[config.mk]
export PLATFORM = sky130hd
export DESIGN_NAME = vj_uart_tx
export DESIGN_NICKNAME = d
export VERILOG_FILES = /design/src/rtl/vj_uart_tx.sv
export SDC_FILE = /design/constraint.sdc
export NUM_CORES = 1
export LEC_CHECK = 0
export CAP_MARGIN = 25
export CELL_PAD_IN_SITES_DETAIL_PLACEMENT = 0
export CELL_PAD_IN_SITES_GLOBAL_PLACEMENT = 1
export CORE_MARGIN = 2
export CORE_UTILIZATION = 40
export CTS_CLUSTER_DIAMETER = 120
export DETAILED_ROUTE_END_ITERATION = 10
export PLACE_DENSITY_LB_ADDON = 0.1
export REMOVE_ABC_BUFFERS = 1
export SLEW_MARGIN = 25
export SYNTH_ARGS = -nofsm -noshare
export SYNTH_HDL_FRONTEND = slang
export SYNTH_SLANG_ARGS = --single-unit
export TNS_END_PERCENT = 1
[constraint.sdc]
create_clock -name clk -period 6.1 [get_ports clk]
set_clock_uncertainty 0.15 [all_clocks]
set_input_delay 1.22 -clock clk [delete_from_list [all_inputs] [get_ports clk]]
set_output_delay 1.22 -clock clk [all_outputs]
set_load 0.02 [all_outputs]
[src/rtl/vj_uart_tx.sv]
// 8N1 UART transmitter fed by a small byte FIFO over a valid/ready handshake.
// The line output is registered, so tx trails the FSM state by one clock.
module vj_uart_tx #(
  parameter int CLK_HZ = 50_000_000,
  parameter int BAUD   = 115200,
  parameter int DEPTH  = 16
) (
  input  logic                     clk,
  input  logic                     areset,
  input  logic [7:0]               in_data,
  input  logic                     in_valid,
  output logic                     in_ready,
  output logic                     tx,
  output logic                     busy,
  output logic [$clog2(DEPTH):0]   fifo_count
);

  localparam int CPB  = CLK_HZ / BAUD;
  localparam int CW   = (CPB > 1) ? $clog2(CPB) : 1;
  localparam int PW   = $clog2(DEPTH);
  localparam int CNTW = PW + 1;
  localparam logic [CW-1:0]   BAUD_LAST = CW'(CPB - 1);
  localparam logic [CNTW-1:0] CNT_FULL  = CNTW'(DEPTH);

  typedef enum logic [1:0] {
    S_IDLE  = 2'd0,
    S_START = 2'd1,
    S_DATA  = 2'd2,
    S_STOP  = 2'd3
  } state_t;

  state_t          state_q, state_d;
  logic [CW-1:0]   baud_q, baud_d;
  logic [2:0]      bit_q, bit_d;
  logic [7:0]      shift_q, shift_d;
  logic            tx_q, tx_d;
  logic [PW-1:0]   wr_q, wr_d;
  logic [PW-1:0]   rd_q, rd_d;
  logic [CNTW-1:0] count_q, count_d;
  logic [7:0]      mem_q [DEPTH];

  logic push_s;
  logic pop_s;
  logic empty_s;
  logic baud_end_s;

  assign empty_s    = (count_q == {CNTW{1'b0}});
  assign push_s     = in_valid && (count_q != CNT_FULL);
  assign baud_end_s = (baud_q == BAUD_LAST);

  assign in_ready   = (count_q != CNT_FULL);
  assign busy       = (state_q != S_IDLE) || !empty_s;
  assign fifo_count = count_q;
  assign tx         = tx_q;

  // Frame sequencing: the head of the FIFO is popped into the shifter when idle
  // or at the end of a stop bit, so a continuous stream has no idle gap.
  always_comb begin
    state_d = state_q;
    baud_d  = baud_q;
    bit_d   = bit_q;
    shift_d = shift_q;
    pop_s   = 1'b0;
    tx_d    = 1'b1;
    case (state_q)
      S_IDLE: begin
        tx_d = 1'b1;
        if (!empty_s) begin
          pop_s   = 1'b1;
          shift_d = mem_q[rd_q];
          baud_d  = {CW{1'b0}};
          state_d = S_START;
        end else begin
          baud_d  = {CW{1'b0}};
        end
      end
      S_START: begin
        tx_d = 1'b0;
        if (baud_end_s) begin
          baud_d  = {CW{1'b0}};
          bit_d   = 3'd0;
          state_d = S_DATA;
        end else begin
          baud_d  = baud_q + CW'(1);
        end
      end
      S_DATA: begin
        tx_d = shift_q[0];
        if (baud_end_s) begin
          baud_d  = {CW{1'b0}};
          shift_d = {1'b0, shift_q[7:1]};
          if (bit_q == 3'd7) begin
            state_d = S_STOP;
          end else begin
            bit_d   = bit_q + 3'd1;
          end
        end else begin
          baud_d  = baud_q + CW'(1);
        end
      end
      S_STOP: begin
        tx_d = 1'b1;
        if (baud_end_s) begin
          baud_d = {CW{1'b0}};
          if (!empty_s) begin
            pop_s   = 1'b1;
            shift_d = mem_q[rd_q];
            state_d = S_START;
          end else begin
            state_d = S_IDLE;
          end
        end else begin
          baud_d  = baud_q + CW'(1);
        end
      end
      default: begin
        state_d = S_IDLE;
        baud_d  = {CW{1'b0}};
      end
    endcase
  end

  // FIFO pointer/occupancy next state; a push and pop on one edge cancel out.
  always_comb begin
    wr_d    = wr_q;
    rd_d    = rd_q;
    count_d = count_q;
    if (push_s) begin
      wr_d = wr_q + PW'(1);
    end else begin
      wr_d = wr_q;
    end
    if (pop_s) begin
      rd_d = rd_q + PW'(1);
    end else begin
      rd_d = rd_q;
    end
    case ({push_s, pop_s})
      2'b10:   count_d = count_q + CNTW'(1);
      2'b01:   count_d = count_q - CNTW'(1);
      default: count_d = count_q;
    endcase
  end

  // State, counter and line registers; reset aborts any frame in flight.
  always_ff @(posedge clk) begin
    if (areset) begin
      state_q <= S_IDLE;
      baud_q  <= {CW{1'b0}};
      bit_q   <= 3'd0;
      shift_q <= 8'h00;
      tx_q    <= 1'b1;
      wr_q    <= {PW{1'b0}};
      rd_q    <= {PW{1'b0}};
      count_q <= {CNTW{1'b0}};
    end else begin
      state_q <= state_d;
      baud_q  <= baud_d;
      bit_q   <= bit_d;
      shift_q <= shift_d;
      tx_q    <= tx_d;
      wr_q    <= wr_d;
      rd_q    <= rd_d;
      count_q <= count_d;
    end
  end

  // FIFO storage; contents are only meaningful where count says so.
  always_ff @(posedge clk) begin
    if (push_s) begin
      mem_q[wr_q] <= in_data;
    end
  end

endmodule

==> key figures, run 1 <==
Run status
  • Result of the run: finished clean

Logic synthesis
  • Async SR Flop Fraction: 0%
  • Top cells by area in the synthesized netlist: sky130_fd_sc_hd__edfxtp_1, sky130_fd_sc_hd__dfxtp_1, sky130_fd_sc_hd__mux4_2
  • Synth Instances: between 400 and 500
  • Post-synthesis sequential element count: 168
  • Synthesized-area fraction occupied by and/or/nand/nor cells: 9.43%
  • Primary FF master, synth: sky130_fd_sc_hd__edfxtp_1
  • Library cell occupying the most area in the post-synthesis netlist: sky130_fd_sc_hd__edfxtp_1
  • Fraction of synthesized area in multiplexers: 11.0%
  • Post-synthesis instance area: 6990 µm²
  • Share of the synthesized area in the top cell type: 55.0%
  • Fraction of the yosys area taken by sequential cells: about two thirds
  • Main combinational cell family by area after synthesis: multiplexers
  • Commonest cells in the synthesized netlist: sky130_fd_sc_hd__edfxtp_1, sky130_fd_sc_hd__nor2_1, sky130_fd_sc_hd__dfxtp_1, sky130_fd_sc_hd__mux4_2
  • Most instantiated library cell after synthesis: sky130_fd_sc_hd__edfxtp_1
  • Avg Cell Area, Syn: 15.5 µm²
  • Share of the synthesized area in compound gates (AO/OA/AOI/OAI): between 5 and 6%
  • YS warnings: 0
  • EDFF count, synth: roughly 130
  • Synth cell types: 54
  • Adder-cell area share of the yosys netlist: 3.04%
  • Synthesized-area fraction occupied by xor and xnor cells: under 10%

Hold path
  • HP Class: reg2reg
  • Number of instances on the worst hold path: 2

Global route
  • Antenna violations before repair: 0
  • Largest net degree at the start of global routing: 38
  • Congestion Overflow GR: 0
  • Overall Global Routing Usage: 15.9%
  • Via count of the first global-routing pass: 3781
  • Global-route wire length before repair: 21400 µm

Floorplan
  • Number of ports placed on the die boundary: 19
  • Overall die area: 18600 µm²
  • Number of placement rows: 48
  • Core box area: about 17000 µm²
  • Die extent in x: 136 µm
  • Initial core utilization: between 40% and 50%
  • Vertical die dimension: around 140 µm

CTS
  • CTS Hold Bufs: 0
  • Number of buffers on the longest clock path: 2
  • Master cell of the clock root buffer: sky130_fd_sc_hd__clkbuf_16
  • Number of buffers inserted by post-CTS setup repair: 0
  • Quantity of gates resized following cts: 0
  • Clock Latency Late Sink: 0.43 ns
  • CTS buffer count: 17
  • # clock sinks: between 150 and 200
  • H-tree depth reported by CTS: 4
  • TritonCTS clock tree: built
  • Reg clk slew, reported paths: 0.07 ns

Drt
  • Top routing layer in use: met4
  • Routed wire length on met3: 480 µm
  • Met2 routed WL: between 6000 and 7000 µm
  • Overall routed net length: 13700 µm
  • Count of routing violations after the opening detailed-route iteration: 234
  • Via/cell ratio: approximately 5.2
  • Number of vias in the routed layout: 3711
  • M1 wire length: between 6000 and 7000 µm
  • Post-route DRC: 0
  • Total iterations of the first detailed-routing run: 4
  • Drt wl/cell: 19.3 µm
  • Count of antenna-violating nets left after detailed routing: 0

Pwr
  • Power after layout: 3.34 mW
  • Clock share of power: 31.0%
  • Power density normalized to cell area: 419 nW/µm²
  • Leakage Power: 2.59 nW
  • Worst-case vdd ir drop: 0.000220 V
  • Switching pwr: 1.04 mW
  • Register share of total power: 42.1%
  • Combinational share of power: 26.9%
  • Cell internal power dissipation: roughly 2.3 mW
  • Proportion of total power due to net switching: a little under a third

STA
  • Final period demand of the worst path: around 3.7 ns
  • Final hold violations: 0
  • Setup TNS Final: 0 ns
  • Total count of max-transition violations in the final report: 0
  • Final setup violation count: 0
  • Timing-limited maximum frequency: 269 MHz
  • Slew Limit Headroom: 33.9%
  • Slew at the pin closest to its max-slew limit: 0.987 ns
  • Setup repair after global routing missed its margin: no
  • Final period utilization: about three fifths

Finish
  • Area overhead of the layout relative to synthesis: 13.9%
  • Final antenna diode count: 0
  • Share of post-route cells with drive strength above 1: 16.1%
  • Post-layout nets: between 400 and 500

Setup path
  • Critical setup path kind: in2reg
  • Critical-path maximum fanout: 11
  • Setup crit end kind: flip-flop
  • Required time of the critical path: 6.26 ns
  • Kind of start point of the critical path: primary input
  • Worst R2R Path Depth: 12
  • Data arrival time of the critical path: ~3.9 ns

Place
  • # port buffers: 18
  • HPWL Detailed: between 8000 and 9000 µm
  • Gpl congestion: 0.694

Flow run
  • Total of max-cap violations: 0
area by class of cell:
cell class,count,area (µm²)
tap,225,282
multi-input combinational,251,2210
inverter,8,30.0
clock inverter,14,145
timing repair buffer,24,225
clock buffer,18,429
sequential,168,4650
fill,1548,9210
path summary, 6_finish.rpt:
kind	end	slack, ns	from
worst max register to register	fifo_count[4]	2.50	baud_q[1]
worst min register to register	bit_q[1]	0.31	bit_q[1]
worst min-delay path	bit_q[1]	0.31	bit_q[1]
worst max-delay path	fifo_count[4]	2.38	in_valid
worst max-delay path, cell delays in order:
cell and delay (ns):
sky130_fd_sc_hd__clkdlybuf4s50_1 0.47, sky130_fd_sc_hd__a21boi_4 0.37, sky130_fd_sc_hd__inv_1 0.08, sky130_fd_sc_hd__ha_1 0.34, sky130_fd_sc_hd__xor2_1 0.19, sky130_fd_sc_hd__ha_1 0.26, sky130_fd_sc_hd__o31a_1 0.25, sky130_fd_sc_hd__nor3_1 0.19
sky130_fd_sc_hd__and3b_2 0.23, sky130_fd_sc_hd__a311o_1 0.27
flip-flops by register name, summed over array words and instances (netlist names), named ones only:
name,flops
bit_q,3
rd_q,4
fifo_count,5
mem_q,128
shift_q,8
wr_q,4
tx,1
baud_q,9
state_q,2
through the flow:
step                      cells  hold WS, ns  utilization, %  setup slack (ns)  cell area (µm²)
after floorplan             427        0.280               -              2.68             6880
after global placement      676        0.297            43.0              2.01             7390
after detailed placement    676        0.303            43.0              1.96             7390
after CTS                   708        0.311            46.4              2.37             7970
after global routing        708        0.330            46.4              2.18             7970
final                       708        0.311            46.4              2.38             7970
power groups by stage:
stage          Sequential [mW]  Combinational [mW]  Clock, mW
5_1_grt                   1.42                1.01       1.11
6_report                  1.41               0.897       1.03
2_1_floorplan             1.45               0.632          0
3_5_place_dp              1.43               0.907          0
3_3_place_gp              1.43               0.904          0
4_1_cts                   1.41               0.914       1.06
kinds of logic (layout without fill, tap and decap cells):
family                     Yosys count  in the layout
AOI/OAI and AO/OA                   56             56
xor gates and xnor gates            18             18
adders and majority gates           17             17
buffers and inverters               33             64
DFF                                168            168
muxes                               37             37
and+or+nand+nor                    123            123
routing by layer:
| layer | vias up | GRT usage, % |
|---|---|---|
| met5 | - | 0 |
| met4 | 0 | 5.56 |
| met3 | 11 | 3.91 |
| met2 | 59 | 26.4 |
| met1 | 1862 | 20.4 |
| li1 | 1779 | - |
cell usage in the layout, fill, tap and decap left out, types with 2 or more instances in the layout:
cell and count:
sky130_fd_sc_hd__and2_1 4, sky130_fd_sc_hd__o21ai_0 2, sky130_fd_sc_hd__nor4_4 2, sky130_fd_sc_hd__clkbuf_16 17, sky130_fd_sc_hd__edfxtp_1 128, sky130_fd_sc_hd__a211oi_1 9
sky130_fd_sc_hd__mux2i_1 4, sky130_fd_sc_hd__xnor2_1 6, sky130_fd_sc_hd__a21oi_1 15, sky130_fd_sc_hd__nor4_1 2, sky130_fd_sc_hd__nor3b_1 3, sky130_fd_sc_hd__nand4_1 7
sky130_fd_sc_hd__a22oi_1 15, sky130_fd_sc_hd__nand2b_1 5, sky130_fd_sc_hd__o211ai_1 2, sky130_fd_sc_hd__nor2_1 42, sky130_fd_sc_hd__clkinv_4 4, sky130_fd_sc_hd__ha_1 17
sky130_fd_sc_hd__nand3_1 2, sky130_fd_sc_hd__nor3_1 17, sky130_fd_sc_hd__nor2b_1 12, sky130_fd_sc_hd__dfxtp_2 2, sky130_fd_sc_hd__inv_1 8, sky130_fd_sc_hd__mux4_2 32
sky130_fd_sc_hd__clkinvlp_4 2, sky130_fd_sc_hd__inv_6 2, sky130_fd_sc_hd__clkdlybuf4s50_1 18, sky130_fd_sc_hd__inv_8 2, sky130_fd_sc_hd__nand2_1 16, sky130_fd_sc_hd__xor2_1 12
sky130_fd_sc_hd__buf_4 6, sky130_fd_sc_hd__dfxtp_1 38
Note: power is estimated with default switching activity, not from simulation.
==> run 2, diff against run 1 <==
==> constraint.sdc (replaced) <==
create_clock -name clk -period 3.8 [get_ports clk]
set_clock_uncertainty 0.15 [all_clocks]
set_input_delay 0.76 -clock clk [delete_from_list [all_inputs] [get_ports clk]]
set_output_delay 0.76 -clock clk [all_outputs]
set_load 0.02 [all_outputs]
==> run 2 against run 1 <==
Effect of this change: count of clock-buffer cells in the layout fell by 1; cell count rose by 2.3%; power rose by 63%; via count rose by 1.9%; utilization rose by 0.87 points; cell area rose by 1.9%; first-iteration DRC count rose by 2.6%; clock power rose by 66%; worst setup slack got worse by 1.9 ns; non-clock buffer count rose by 17.
==> key figures, run 2 (same netlist as run 1, synthesis figures left out) <==
Run status
  • Result of the run: finished clean (unchanged)

STA
  • Final period demand of the worst path: 3.36 ns
  • Setup TNS Final: 0 ns (unchanged)
  • Final hold slack: 0.308 ns (was 0.311 ns)
  • Total count of max-transition violations in the final report: 0 (unchanged)
  • Slew Limit Headroom: 59.0% (was 33.9%)
  • Final setup violation count: 0 (unchanged)
  • Timing-limited maximum frequency: 298 MHz
  • Final period utilization: 88.3%
  • Final hold violations: 0 (unchanged)
  • Slew at the pin closest to its max-slew limit: 0.613 ns (was 0.987 ns)
  • Setup repair after global routing missed its margin: no (unchanged)

CTS
  • Quantity of gates resized following cts: 0 (unchanged)
  • TritonCTS clock tree: built (unchanged)
  • Number of buffers on the longest clock path: 2 (unchanged)
  • # clock sinks: 168 (unchanged)
  • Master cell of the clock root buffer: sky130_fd_sc_hd__clkbuf_16 (unchanged)
  • CTS buffer count: 17 (unchanged)
  • Clock Latency Late Sink: 0.42 ns (was 0.43 ns)
  • Number of buffers inserted by post-CTS setup repair: 0 (unchanged)
  • Reg clk slew, reported paths: 0.06 ns (was 0.07 ns)
  • CTS Hold Bufs: 0 (unchanged)
  • H-tree depth reported by CTS: 4 (unchanged)

Global route
  • Largest net degree at the start of global routing: 31 (was 38)
  • Via count of the first global-routing pass: 3862 (was 3781)
  • Congestion Overflow GR: 0 (unchanged)
  • Antenna violations before repair: 0 (unchanged)
  • Global-route wire length before repair: 22100 µm (was 21400 µm)
  • Overall Global Routing Usage: 16.2% (was 15.9%)

Floorplan
  • Die extent in x: 136 µm (unchanged)
  • Initial core utilization: 40.7% (unchanged)
  • Vertical die dimension: 136 µm (unchanged)
  • Number of placement rows: 48 (unchanged)
  • Core box area: 17200 µm² (unchanged)
  • Number of ports placed on the die boundary: 19 (unchanged)
  • Overall die area: 18600 µm² (unchanged)

Pwr
  • Worst-case vdd ir drop: 0.000338 V (was 0.000220 V)
  • Cell internal power dissipation: 3.78 mW (was 2.30 mW)
  • Switching pwr: 1.66 mW (was 1.04 mW)
  • Leakage Power: 2.70 nW (was 2.59 nW)
  • Clock share of power: 31.5% (was 31.0%)
  • Register share of total power: 41.3% (was 42.1%)
  • Proportion of total power due to net switching: 30.5% (was 31.0%)
  • Power density normalized to cell area: 670 nW/µm² (was 419 nW/µm²)
  • Combinational share of power: 27.2% (was 26.9%)

Setup path
  • Data arrival time of the critical path: 3.52 ns (was 3.88 ns)
  • Kind of start point of the critical path: flip-flop (was primary input)
  • Critical-path maximum fanout: 5 (was 11)
  • Longest individual stage delay on the worst path: 0.47 ns (about the same)
  • Ordered cell list for the critical path: inv_1 -> ha_1 -> and4b_1 -> a31oi_1 -> nor3_1 -> ha_1 -> xor2_1 -> ha_1 -> o31a_1 -> nor3_1 -> and3b_2 -> a311o_1 (was clkdlybuf4s50_1 -> a21boi_4 -> inv_1 -> ha_1 -> xor2_1 -> ha_1 -> o31a_1 -> nor3_1 -> and3b_2 -> a311o_1)
  • Critical setup path kind: reg2reg (was in2reg)
  • Most numerous cell on the critical path: sky130_fd_sc_hd__ha_1 (unchanged)
  • Required time of the critical path: 3.96 ns (was 6.26 ns)
  • Setup crit end kind: flip-flop (unchanged)
  • Slowest cell on crit path: sky130_fd_sc_hd__a31oi_1 (was sky130_fd_sc_hd__clkdlybuf4s50_1)
  • Reg2reg setup slack: 0.44 ns (was 2.50 ns)

Finish
  • Filler cells: 1526 (was 1548)
  • Leading registers by flop count: mem_q: 128 flops, baud_q: 9 flops, shift_q: 8 flops (unchanged)
  • Area overhead of the layout relative to synthesis: 16.0% (was 13.9%)
  • Seq. cell area: 4650 µm² (about the same)
  • Post-layout nets: 515 (was 498)
  • Post-route core utilization: 47.2% (was 46.4%)
  • Final antenna diode count: 0 (unchanged)
  • Most common library cell in the layout ignoring fill and taps: sky130_fd_sc_hd__edfxtp_1 (unchanged)
  • Most flops, register: mem_q (unchanged)
  • Area taken by multi-input logic gates: 2210 µm² (unchanged)
  • Commonest cells after routing, fill and taps aside: sky130_fd_sc_hd__edfxtp_1, sky130_fd_sc_hd__nor2_1, sky130_fd_sc_hd__dfxtp_1 (unchanged)
  • Final instance area: 8120 µm² (was 7970 µm²)
  • Share of post-route cells with drive strength above 1: 18.8% (was 16.1%)
  • Max FFs per register: 128 (unchanged)

Drt
  • Count of routing violations after the opening detailed-route iteration: 240 (was 234)
  • Post-route DRC: 0 (unchanged)
  • Count of antenna-violating nets left after detailed routing: 0 (unchanged)
  • Overall routed net length: 13700 µm (about the same)
  • Drt wl/cell: 18.9 µm (was 19.3 µm)
  • Number of vias in the routed layout: 3782 (was 3711)
  • Total iterations of the first detailed-routing run: 4 (unchanged)
  • Via/cell ratio: 5.22 (was 5.24)

Flow run
  • Total of max-cap violations: 0 (unchanged)

Place
  • HPWL Detailed: 8870 µm (was 8660 µm)
  • # port buffers: 18 (unchanged)
  • Gpl congestion: 0.717 (was 0.694)
  • Instance area at placement: 7530 µm² (was 7390 µm²)

Hold path
  • HP Class: reg2reg (unchanged)
## run 2: critical path: cells and delay by family (launching register included)
family          cells  cell delay (ns)
compound gates      3             0.99
simple gates        4             0.82
fa+ha+maj           3             0.70
flops               1             0.39
xor+xnor            1             0.15
buf+inv             1             0.06
## run 2: stage by stage
stage	total power, mW	worst slack (ns)	instances
after detailed placement	3.78	0.424	693
after CTS	5.51	0.395	724
after global routing	5.75	0.256	724
after floorplan	3.34	0.592	427
after global placement	3.77	0.499	693
final	5.44	0.443	724
## run 2: path summary, 6_finish.rpt
| check | start | to | cells after the start |
|---|---|---|---|
| worst min-delay path | bit_q[1] | bit_q[1] | 2 |
| worst max register to register | baud_q[1] | fifo_count[4] | 12 |
| worst max-delay path | baud_q[1] | fifo_count[4] | 12 |
| worst min register to register | bit_q[1] | bit_q[1] | 2 |
## run 2: routing by layer
| layer | vias to the layer above | GRT usage, % | part of all wire, % |
|---|---|---|---|
| met1 | 1905 | 21.7 | 46 |
| met3 | 6 | 4.29 | 4.4 |
| met4 | 0 | 4.17 | 0.74 |
| met5 | - | 0 | 0 |
| li1 | 1817 | - | - |
| met2 | 54 | 26.4 | 49 |
## run 2: power groups by stage
stage	clock [mW]	combinational [mW]	sequential, mW
2_1_floorplan	0	1.01	2.33
3_3_place_gp	0	1.49	2.28
3_5_place_dp	0	1.49	2.29
4_1_cts	1.76	1.50	2.25
5_1_grt	1.84	1.65	2.26
6_report	1.71	1.48	2.24
## run 2: final cells by class
cell class | count | share of cell area (%)
timing repair buffer | 41 | 4.50
tap | 225 | 3.47
multi-input combinational | 251 | 27.2
clock inverter | 14 | 1.96
clock buffer | 17 | 5.24
sequential | 168 | 57.2
inverter | 8 | 0.370
